[config.mk]
export PLATFORM = sky130hd
export DESIGN_NAME = uart_rxd_deser_flat
export DESIGN_NICKNAME = d
export VERILOG_FILES = /design/src/rtl/uart_rxd_deser_if.sv /design/src/rtl/uart_rxd_deser.sv /design/src/flat_wrapper.sv
export SDC_FILE = /design/constraint.sdc
export NUM_CORES = 1
export LEC_CHECK = 0
export CORE_ASPECT_RATIO = 0.75
export CORE_UTILIZATION = 60
export CTS_CLUSTER_DIAMETER = 200
export CTS_CLUSTER_SIZE = 10
export DETAILED_ROUTE_END_ITERATION = 7
export HOLD_SLACK_MARGIN = 0.06
export PLACE_DENSITY = 0.83
export SYNTH_ARGS = -nofsm -noshare
export SYNTH_HDL_FRONTEND = slang
export SYNTH_SLANG_ARGS = --single-unit
[constraint.sdc]
create_clock -name i_clk -period 3.9 [get_ports i_clk]
set_clock_uncertainty 0.1 [all_clocks]
set_input_delay 0.78 -clock i_clk [delete_from_list [all_inputs] [get_ports i_clk]]
set_output_delay 0.78 -clock i_clk [all_outputs]
set_load 0.05 [all_outputs]
[src/rtl/uart_rxd_deser_if.sv]
// ---------------------------------------------------------------------------
// uart_rxd_deser_if
//
// Write port of the receive FIFO that sits between the serial deserializer
// and uart_rxd_if. The deserializer is the master (it produces characters),
// the FIFO is the slave (it reports back when it cannot accept more).
//
// Signals:
//   rxd_fifo_wr     master -> slave  one-cycle write strobe
//   rxd_fifo_wdata  master -> slave  [7:0] data, [8] parity err, [9] frame err
//   rxd_fifo_wfull  slave -> master  FIFO full, write is suppressed
// ---------------------------------------------------------------------------
interface uart_rxd_deser_if;

   logic       rxd_fifo_wr;
   logic [9:0] rxd_fifo_wdata;
   logic       rxd_fifo_wfull;

   modport master (
      output rxd_fifo_wr,
      output rxd_fifo_wdata,
      input  rxd_fifo_wfull
   );

   modport slave (
      input  rxd_fifo_wr,
      input  rxd_fifo_wdata,
      output rxd_fifo_wfull
   );

endinterface : uart_rxd_deser_if

[src/rtl/uart_rxd_deser.sv]
// ---------------------------------------------------------------------------
// uart_rxd_deser
//
// Serial front end of the UART receive path. The asynchronous rxd line is
// synchronised, oversampled 16x per bit and framed into start / 8 data /
// optional parity / stop. Each completed character is pushed, together with
// its parity and frame error flags, into the receive FIFO.
//
// Parameters:
//   BAUD_DIV      i_clk cycles per oversample tick (bit = 16*BAUD_DIV clocks)
//
// Ports:
//   i_clk          UART-domain clock
//   i_rst          asynchronous active-low reset
//   i_rxd          asynchronous serial input, idle high
//   i_parity_en    1 = a parity bit follows the data bits
//   i_parity_odd   1 = odd parity, 0 = even (ignored without parity)
//   fifo           FIFO write port (master side): strobe, data, full
//   o_busy         high while a frame is being received
//   o_overrun      one-cycle pulse when a finished character is dropped
// ---------------------------------------------------------------------------
module uart_rxd_deser #(
   parameter int BAUD_DIV = 27
) (
   input  logic             i_clk,
   input  logic             i_rst,
   input  logic             i_rxd,
   input  logic             i_parity_en,
   input  logic             i_parity_odd,
   uart_rxd_deser_if.master fifo,
   output logic             o_busy,
   output logic             o_overrun
);

   // Oversampling ratio is tied to the 4-bit sample counter width.
   localparam int OVERSAMPLE = 16;
   localparam int SMP_W      = $clog2(OVERSAMPLE);
   localparam int DIV_W      = (BAUD_DIV > 1) ? $clog2(BAUD_DIV) : 1;

   localparam logic [DIV_W-1:0] DIV_LAST = DIV_W'(BAUD_DIV - 1);

   // The counter value is checked before it advances, so the tick seen with
   // count 6 is the one that reaches sample 7, and so on. This puts the
   // decision exactly 9 ticks into each bit.
   localparam logic [SMP_W-1:0] SMP_VOTE_A = SMP_W'(6);
   localparam logic [SMP_W-1:0] SMP_VOTE_B = SMP_W'(7);
   localparam logic [SMP_W-1:0] SMP_DECIDE = SMP_W'(8);

   typedef enum logic [2:0] {
      ST_IDLE,
      ST_START,
      ST_DATA,
      ST_PARITY,
      ST_STOP
   } state_e;

   // ------------------------------------------------------------------------
   // Input synchroniser and falling-edge detector.
   // rxd_prev_q is a third stage used only to find the 1->0 transition, so a
   // line that is already low when IDLE is entered never starts a frame.
   // ------------------------------------------------------------------------
   logic rxd_meta_q;
   logic rxd_s_q;
   logic rxd_prev_q;
   logic rxd_fall;

   always_ff @(posedge i_clk or negedge i_rst) begin
      if (!i_rst) begin
         // Reset to the idle (mark) level so release of reset is not an edge.
         rxd_meta_q <= 1'b1;
         rxd_s_q    <= 1'b1;
         rxd_prev_q <= 1'b1;
      end else begin
         // NOTE: non-blocking assignments here make each flop capture the
         // previous stage's old value, which is what builds the shift chain.
         rxd_meta_q <= i_rxd;
         rxd_s_q    <= rxd_meta_q;
         rxd_prev_q <= rxd_s_q;
      end
   end

   assign rxd_fall = rxd_prev_q & ~rxd_s_q;

   // ------------------------------------------------------------------------
   // Tick generator and sample counter.
   // Both are held at zero in IDLE, so they start from zero on START entry.
   // ------------------------------------------------------------------------
   state_e           state_q;
   logic [DIV_W-1:0] div_q;
   logic [DIV_W-1:0] div_d;
   logic [SMP_W-1:0] smp_q;
   logic [SMP_W-1:0] smp_d;
   logic             tick;

   assign tick = (div_q == DIV_LAST);

   always_comb begin
      // NOTE: defaulting every output first keeps this block free of latches
      // on paths that do not assign it.
      div_d = div_q;
      smp_d = smp_q;
      if (state_q == ST_IDLE) begin
         div_d = '0;
         smp_d = '0;
      end else if (tick) begin
         div_d = '0;
         smp_d = smp_q + SMP_W'(1);
      end else begin
         div_d = div_q + DIV_W'(1);
      end
   end

   always_ff @(posedge i_clk or negedge i_rst) begin
      if (!i_rst) begin
         div_q <= '0;
         smp_q <= '0;
      end else begin
         div_q <= div_d;
         smp_q <= smp_d;
      end
   end

   // ------------------------------------------------------------------------
   // Majority vote over samples 7, 8 and 9. The first two samples are held,
   // the third is the live synchronised line at the decision tick.
   // ------------------------------------------------------------------------
   logic vote_a_q;
   logic vote_b_q;
   logic decide;
   logic bit_val;

   always_ff @(posedge i_clk or negedge i_rst) begin
      if (!i_rst) begin
         vote_a_q <= 1'b1;
         vote_b_q <= 1'b1;
      end else begin
         if (tick && smp_q == SMP_VOTE_A) vote_a_q <= rxd_s_q;
         if (tick && smp_q == SMP_VOTE_B) vote_b_q <= rxd_s_q;
      end
   end

   assign decide  = tick && (smp_q == SMP_DECIDE);
   assign bit_val = (vote_a_q & vote_b_q) | (vote_a_q & rxd_s_q) | (vote_b_q & rxd_s_q);

   // ------------------------------------------------------------------------
   // Frame FSM with registered outputs.
   // Parity configuration is captured at START entry so a reconfiguration
   // mid-frame cannot change the frame length or the parity sense.
   // ------------------------------------------------------------------------
   logic [7:0] shift_q;
   logic [2:0] bit_cnt_q;
   logic       par_en_q;
   logic       par_odd_q;
   logic       perr_q;
   logic       wr_q;
   logic [9:0] wdata_q;
   logic       busy_q;
   logic       overrun_q;

   always_ff @(posedge i_clk or negedge i_rst) begin
      if (!i_rst) begin
         state_q   <= ST_IDLE;
         // NOTE: the shift register is a plain register, not a memory, so it
         // is reset along with the rest; a reset mid-frame leaves nothing
         // stale behind.
         shift_q   <= '0;
         bit_cnt_q <= '0;
         par_en_q  <= 1'b0;
         par_odd_q <= 1'b0;
         perr_q    <= 1'b0;
         wr_q      <= 1'b0;
         wdata_q   <= '0;
         busy_q    <= 1'b0;
         overrun_q <= 1'b0;
      end else begin
         // Strobes are single-cycle unless re-armed below.
         wr_q      <= 1'b0;
         overrun_q <= 1'b0;

         case (state_q)
            ST_IDLE: begin
               if (rxd_fall) begin
                  state_q   <= ST_START;
                  busy_q    <= 1'b1;
                  par_en_q  <= i_parity_en;
                  par_odd_q <= i_parity_odd;
                  perr_q    <= 1'b0;
                  bit_cnt_q <= '0;
               end
            end

            ST_START: begin
               if (decide) begin
                  if (bit_val) begin
                     // Line was high again at mid-bit: a glitch, not a start.
                     state_q <= ST_IDLE;
                     busy_q  <= 1'b0;
                  end else begin
                     state_q <= ST_DATA;
                  end
               end
            end

            ST_DATA: begin
               if (decide) begin
                  // LSB arrives first, so shift in from the top.
                  shift_q   <= {bit_val, shift_q[7:1]};
                  bit_cnt_q <= bit_cnt_q + 3'd1;
                  if (bit_cnt_q == 3'd7) begin
                     state_q <= par_en_q ? ST_PARITY : ST_STOP;
                  end
               end
            end

            ST_PARITY: begin
               if (decide) begin
                  perr_q  <= (bit_val != ((^shift_q) ^ par_odd_q));
                  state_q <= ST_STOP;
               end
            end

            ST_STOP: begin
               if (decide) begin
                  // Return to IDLE at mid stop bit so the next start edge
                  // can be caught even when frames are back-to-back.
                  state_q <= ST_IDLE;
                  busy_q  <= 1'b0;
                  if (fifo.rxd_fifo_wfull) begin
                     overrun_q <= 1'b1;
                  end else begin
                     wr_q    <= 1'b1;
                     wdata_q <= {~bit_val, perr_q, shift_q};
                  end
               end
            end

            default: begin
               state_q <= ST_IDLE;
               busy_q  <= 1'b0;
            end
         endcase
      end
   end

   assign fifo.rxd_fifo_wr    = wr_q;
   assign fifo.rxd_fifo_wdata = wdata_q;
   assign o_busy              = busy_q;
   assign o_overrun           = overrun_q;

endmodule : uart_rxd_deser

[src/flat_wrapper.sv]
// flat-port wrapper written by rule: the top's interface ports become plain ports
module uart_rxd_deser_flat 
#(
   parameter int BAUD_DIV = 27
)
  (i_clk, i_rst, i_rxd, i_parity_en, i_parity_odd, o_busy, o_overrun, fifo_rxd_fifo_wr, fifo_rxd_fifo_wdata, fifo_rxd_fifo_wfull);
  uart_rxd_deser_if fifo_i ();
  input  logic i_clk;
  input  logic i_rst;
  input  logic i_rxd;
  input  logic i_parity_en;
  input  logic i_parity_odd;
  output logic o_busy;
  output logic o_overrun;
  output wire logic [$bits(fifo_i.rxd_fifo_wr)-1:0] fifo_rxd_fifo_wr;
  output wire logic [$bits(fifo_i.rxd_fifo_wdata)-1:0] fifo_rxd_fifo_wdata;
  input wire logic [$bits(fifo_i.rxd_fifo_wfull)-1:0] fifo_rxd_fifo_wfull;
  assign fifo_rxd_fifo_wr = fifo_i.rxd_fifo_wr;
  assign fifo_rxd_fifo_wdata = fifo_i.rxd_fifo_wdata;
  assign fifo_i.rxd_fifo_wfull = fifo_rxd_fifo_wfull;
  uart_rxd_deser #(.BAUD_DIV(BAUD_DIV)) u_core (.i_clk(i_clk), .i_rst(i_rst), .i_rxd(i_rxd), .i_parity_en(i_parity_en), .i_parity_odd(i_parity_odd), .fifo(fifo_i), .o_busy(o_busy), .o_overrun(o_overrun));
endmodule
==> impl_metrics.ini <==
[drt]
ant_nets = 0
wl_met3_um = 139
vias = 1257
drcViolationCount = 0
wirelength_mm = 3.52
via_per_inst = 5.71
drt_pass1_iterations = 4
highest_layer = met4
drtIter0Drc = 77
wl_per_cell_um = 16.0
met2_length_mm = 1.74
wl_met1_mm = 1.57

[setup_path]
r2r_slack_ps = 1550
r2r_cells = 6
arrival_ps = 2420
critPathLaunchType = register
cp_cell_sequence = inv_1 -> ha_1 -> nand4b_4 -> or2_4 -> nor3_4 -> mux2_2
cp.required_ps = 3970
cp_max_fo = 11
crit_slowest_cell = nor3_4
cp_slowest_stage_delay_ps = 490
r2r_start = u_core.div_q[0]
critPathCaptureType = register
reg2reg_to = u_core.fifo.rxd_fifo_wdata[3]
crit_type = register to register

[sta]
period_share_pct = 60.3
slew_headroom_pct = 38.5
post-route-min-period_ps = 2350
max_freq_mhz = 425
drv_slew = 0
finalSetupViolations = 0
rsz0062_at_grt = no
setup_tns_ps = 0
finalHoldViolCount = 0
worstMarginPinSlew_ps = 922

[clock_network]
clk_latency_ps = 290
cts_buffers = 5
cts_setup_buffers = 0
root_buffer = clkbuf_8
holdBufCountCts = 0
cts_tree = built
cts_sinks = 44
htreeDepth = 2
clockBufferDepth = 2
clkTransAtPathRegs_ps = 70
ctsResizeCount = 0

[min_path]
worstHoldPathCells = 0
worstHoldEndpoint = u_core.rxd_s_q
hp-start = u_core.rxd_meta_q
hp-class = register to register

[synthesis]
syn_nets = 173
synth-seq-area-share_pct = 54.7
ys_async_sr_fraction_pct = 100
netlist-cell-type-count = 37
syn_area_sq_um = 2020
synthTopCellsByArea = dfrtp_1, mux2_2, dfstp_2
syn_inst = 160
yosysWarnings = 0
ys_seq_elements = 44
synth-edff-count = 0
synth.top_cell.area_share_pct = 48.2
syn_area_per_cell_sq_um = 12.6
synth_top_area_cell = dfrtp_1
synthFlopType = dfrtp_1

[final_layout]
area_growth_pct = 14.0
drive_above_1_share_pct = 22.0
nNetsFinal = 194
register_area_sq_um = 1110
multi_input_area_sq_um = 868
num_antenna_cells = 0
fillers = 213
instances_no_fill = 220

[global_route]
track_usage_pct = 22.6
grt_pass1_vias = 1285
grt_pass1_wl_mm = 6.04
grt_antenna_before_repair = 0
grt_max_degree = 45
grt-ovfl-total = 0

[power_and_ir_drop]
leakagePower_nw = 1.08
p_per_area_nw_per_um2 = 410
peakVddDrop_uv = 377
power.total_w = 0.000946

[placed_design]
placedCellCount = 212
gp_congestion = 0.769
numPortBuffers = 18
hpwl_mm = 2.55

[die]
die_area_sq_um = 3610
die_w_um = 69.1
ioPinCount = 19
core_sq_um = 3060
chipHeight_um = 52.3
row_count = 17
initial_core_util_pct = 66.1

[status]
status = completed

[run]
maxCapViolations = 0
-- layout make-up --
| type | instances | area share, % |
|---|---|---|
| clock buffer | 8 | 3.90 |
| inverter | 5 | 0.813 |
| multi-input combinational | 107 | 37.6 |
| sequential | 44 | 48.0 |
| tap | 38 | 2.06 |
| timing repair buffer | 18 | 7.59 |
-- worst max-delay path, delay by kind of cell (launching register included) --
kind	cells	cell delay [ps]
and+or+nand+nor	3	1010
DFF	1	420
muxes	1	410
adders and majority gates	1	220
buffers and inverters	1	70
-- cell families (layout without fill, tap and decap cells) --
group                      after synthesis  in the layout  share of synthesized area, %
buffers and inverters                    9             31                          2.35
xor gates and xnor gates                13             13                          6.31
adders and majority gates                8              8                          4.82
muxes                                   24             24                          13.2
and+or+nand+nor                         46             46                          13.6
DFF                                     44             44                          54.7
AOI/OAI and AO/OA                       16             16                          4.95
-- Yosys cell counts, types with 2 or more instances --
master / count
a21o_1: 2
a21oi_1: 4
buf_2: 2
dfrtp_1: 39
dfstp_2: 5
ha_1: 7
inv_1: 5
mux2_2: 22
mux2i_1: 2
nand2_1: 16
nand2b_1: 2
nand3_1: 5
nand3b_1: 2
nand4_1: 2
nor2_1: 10
o21ai_0: 4
xnor2_1: 7
xor2_1: 5
-- metal layers --
layer  track usage, %  up-vias
li1                 -      597
met4             10.5        0
met5                0        -
met1             28.7      622
met3             5.38        8
met2             37.4       30
-- flip-flops by register name, indices dropped and copies added, names as in the netlist --
register	cells
u_core.fifo.rxd_fifo_wdata	10
u_core.div_q	5
u_core.bit_cnt_q	3
u_core.vote_a_q	1
u_core.par_odd_q	1
u_core.rxd_prev_q	1
u_core.shift_q	8
u_core.vote_b_q	1
u_core.rxd_s_q	1
u_core.rxd_meta_q	1
u_core.perr_q	1
u_core.o_busy	1
u_core.smp_q	4
u_core.o_overrun	1
u_core.fifo.rxd_fifo_wr	1
u_core.state_q	3
u_core.par_en_q	1
-- report_power, final --
part | internal (W) | switching (W) | leakage [nW]
combinational | 0.0000604 | 0.0000645 | 0.462
clock | 0.000144 | 0.000137 | 0.0455
sequential | 0.000495 | 0.0000441 | 0.577
-- stage by stage --
step           area (sq um)  util (%)  hold WS (ps)  setup WS, ps
6_report               2310      75.3           265          1550
4_1_cts                2310      75.3           267          1550
5_1_grt                2310      75.3           270          1410
2_1_floorplan          2020         -           245          1910
3_5_place_dp           2220      72.4           256          1520
3_3_place_gp           2220      72.4           247          1560
-- worst max path at each step --
stage	start	end	slack (ps)	cells past startpoint
after floorplan	u_core.div_q[0]	u_core.fifo.rxd_fifo_wdata[1]	1910	7
after global placement	fifo_rxd_fifo_wfull	u_core.fifo.rxd_fifo_wdata[3]	1560	3
after detailed placement	fifo_rxd_fifo_wfull	u_core.fifo.rxd_fifo_wdata[3]	1520	3
after CTS	u_core.o_busy	o_busy	1550	1
after global routing	u_core.div_q[0]	u_core.fifo.rxd_fifo_wdata[3]	1410	6
final	u_core.div_q[0]	u_core.fifo.rxd_fifo_wdata[3]	1550	6
-- cell usage in the layout, fill, tap and decap left out, types with 2 or more instances in the layout --
cell type and count:
dfrtp_1 39, mux2_2 22, clkdlybuf4s50_1 17, nand2_1 16, nor2_1 10, xnor2_1 7, ha_1 7, clkbuf_8 6
inv_1 5, nand3_1 5, xor2_1 5, dfstp_2 5, o21ai_0 4, a21oi_1 4, nand3b_1 2, nand2b_1 2
a21o_1 2, nand4_1 2, mux2i_1 2, clkbuf_1 2
(Power assumes the default switching activity.)
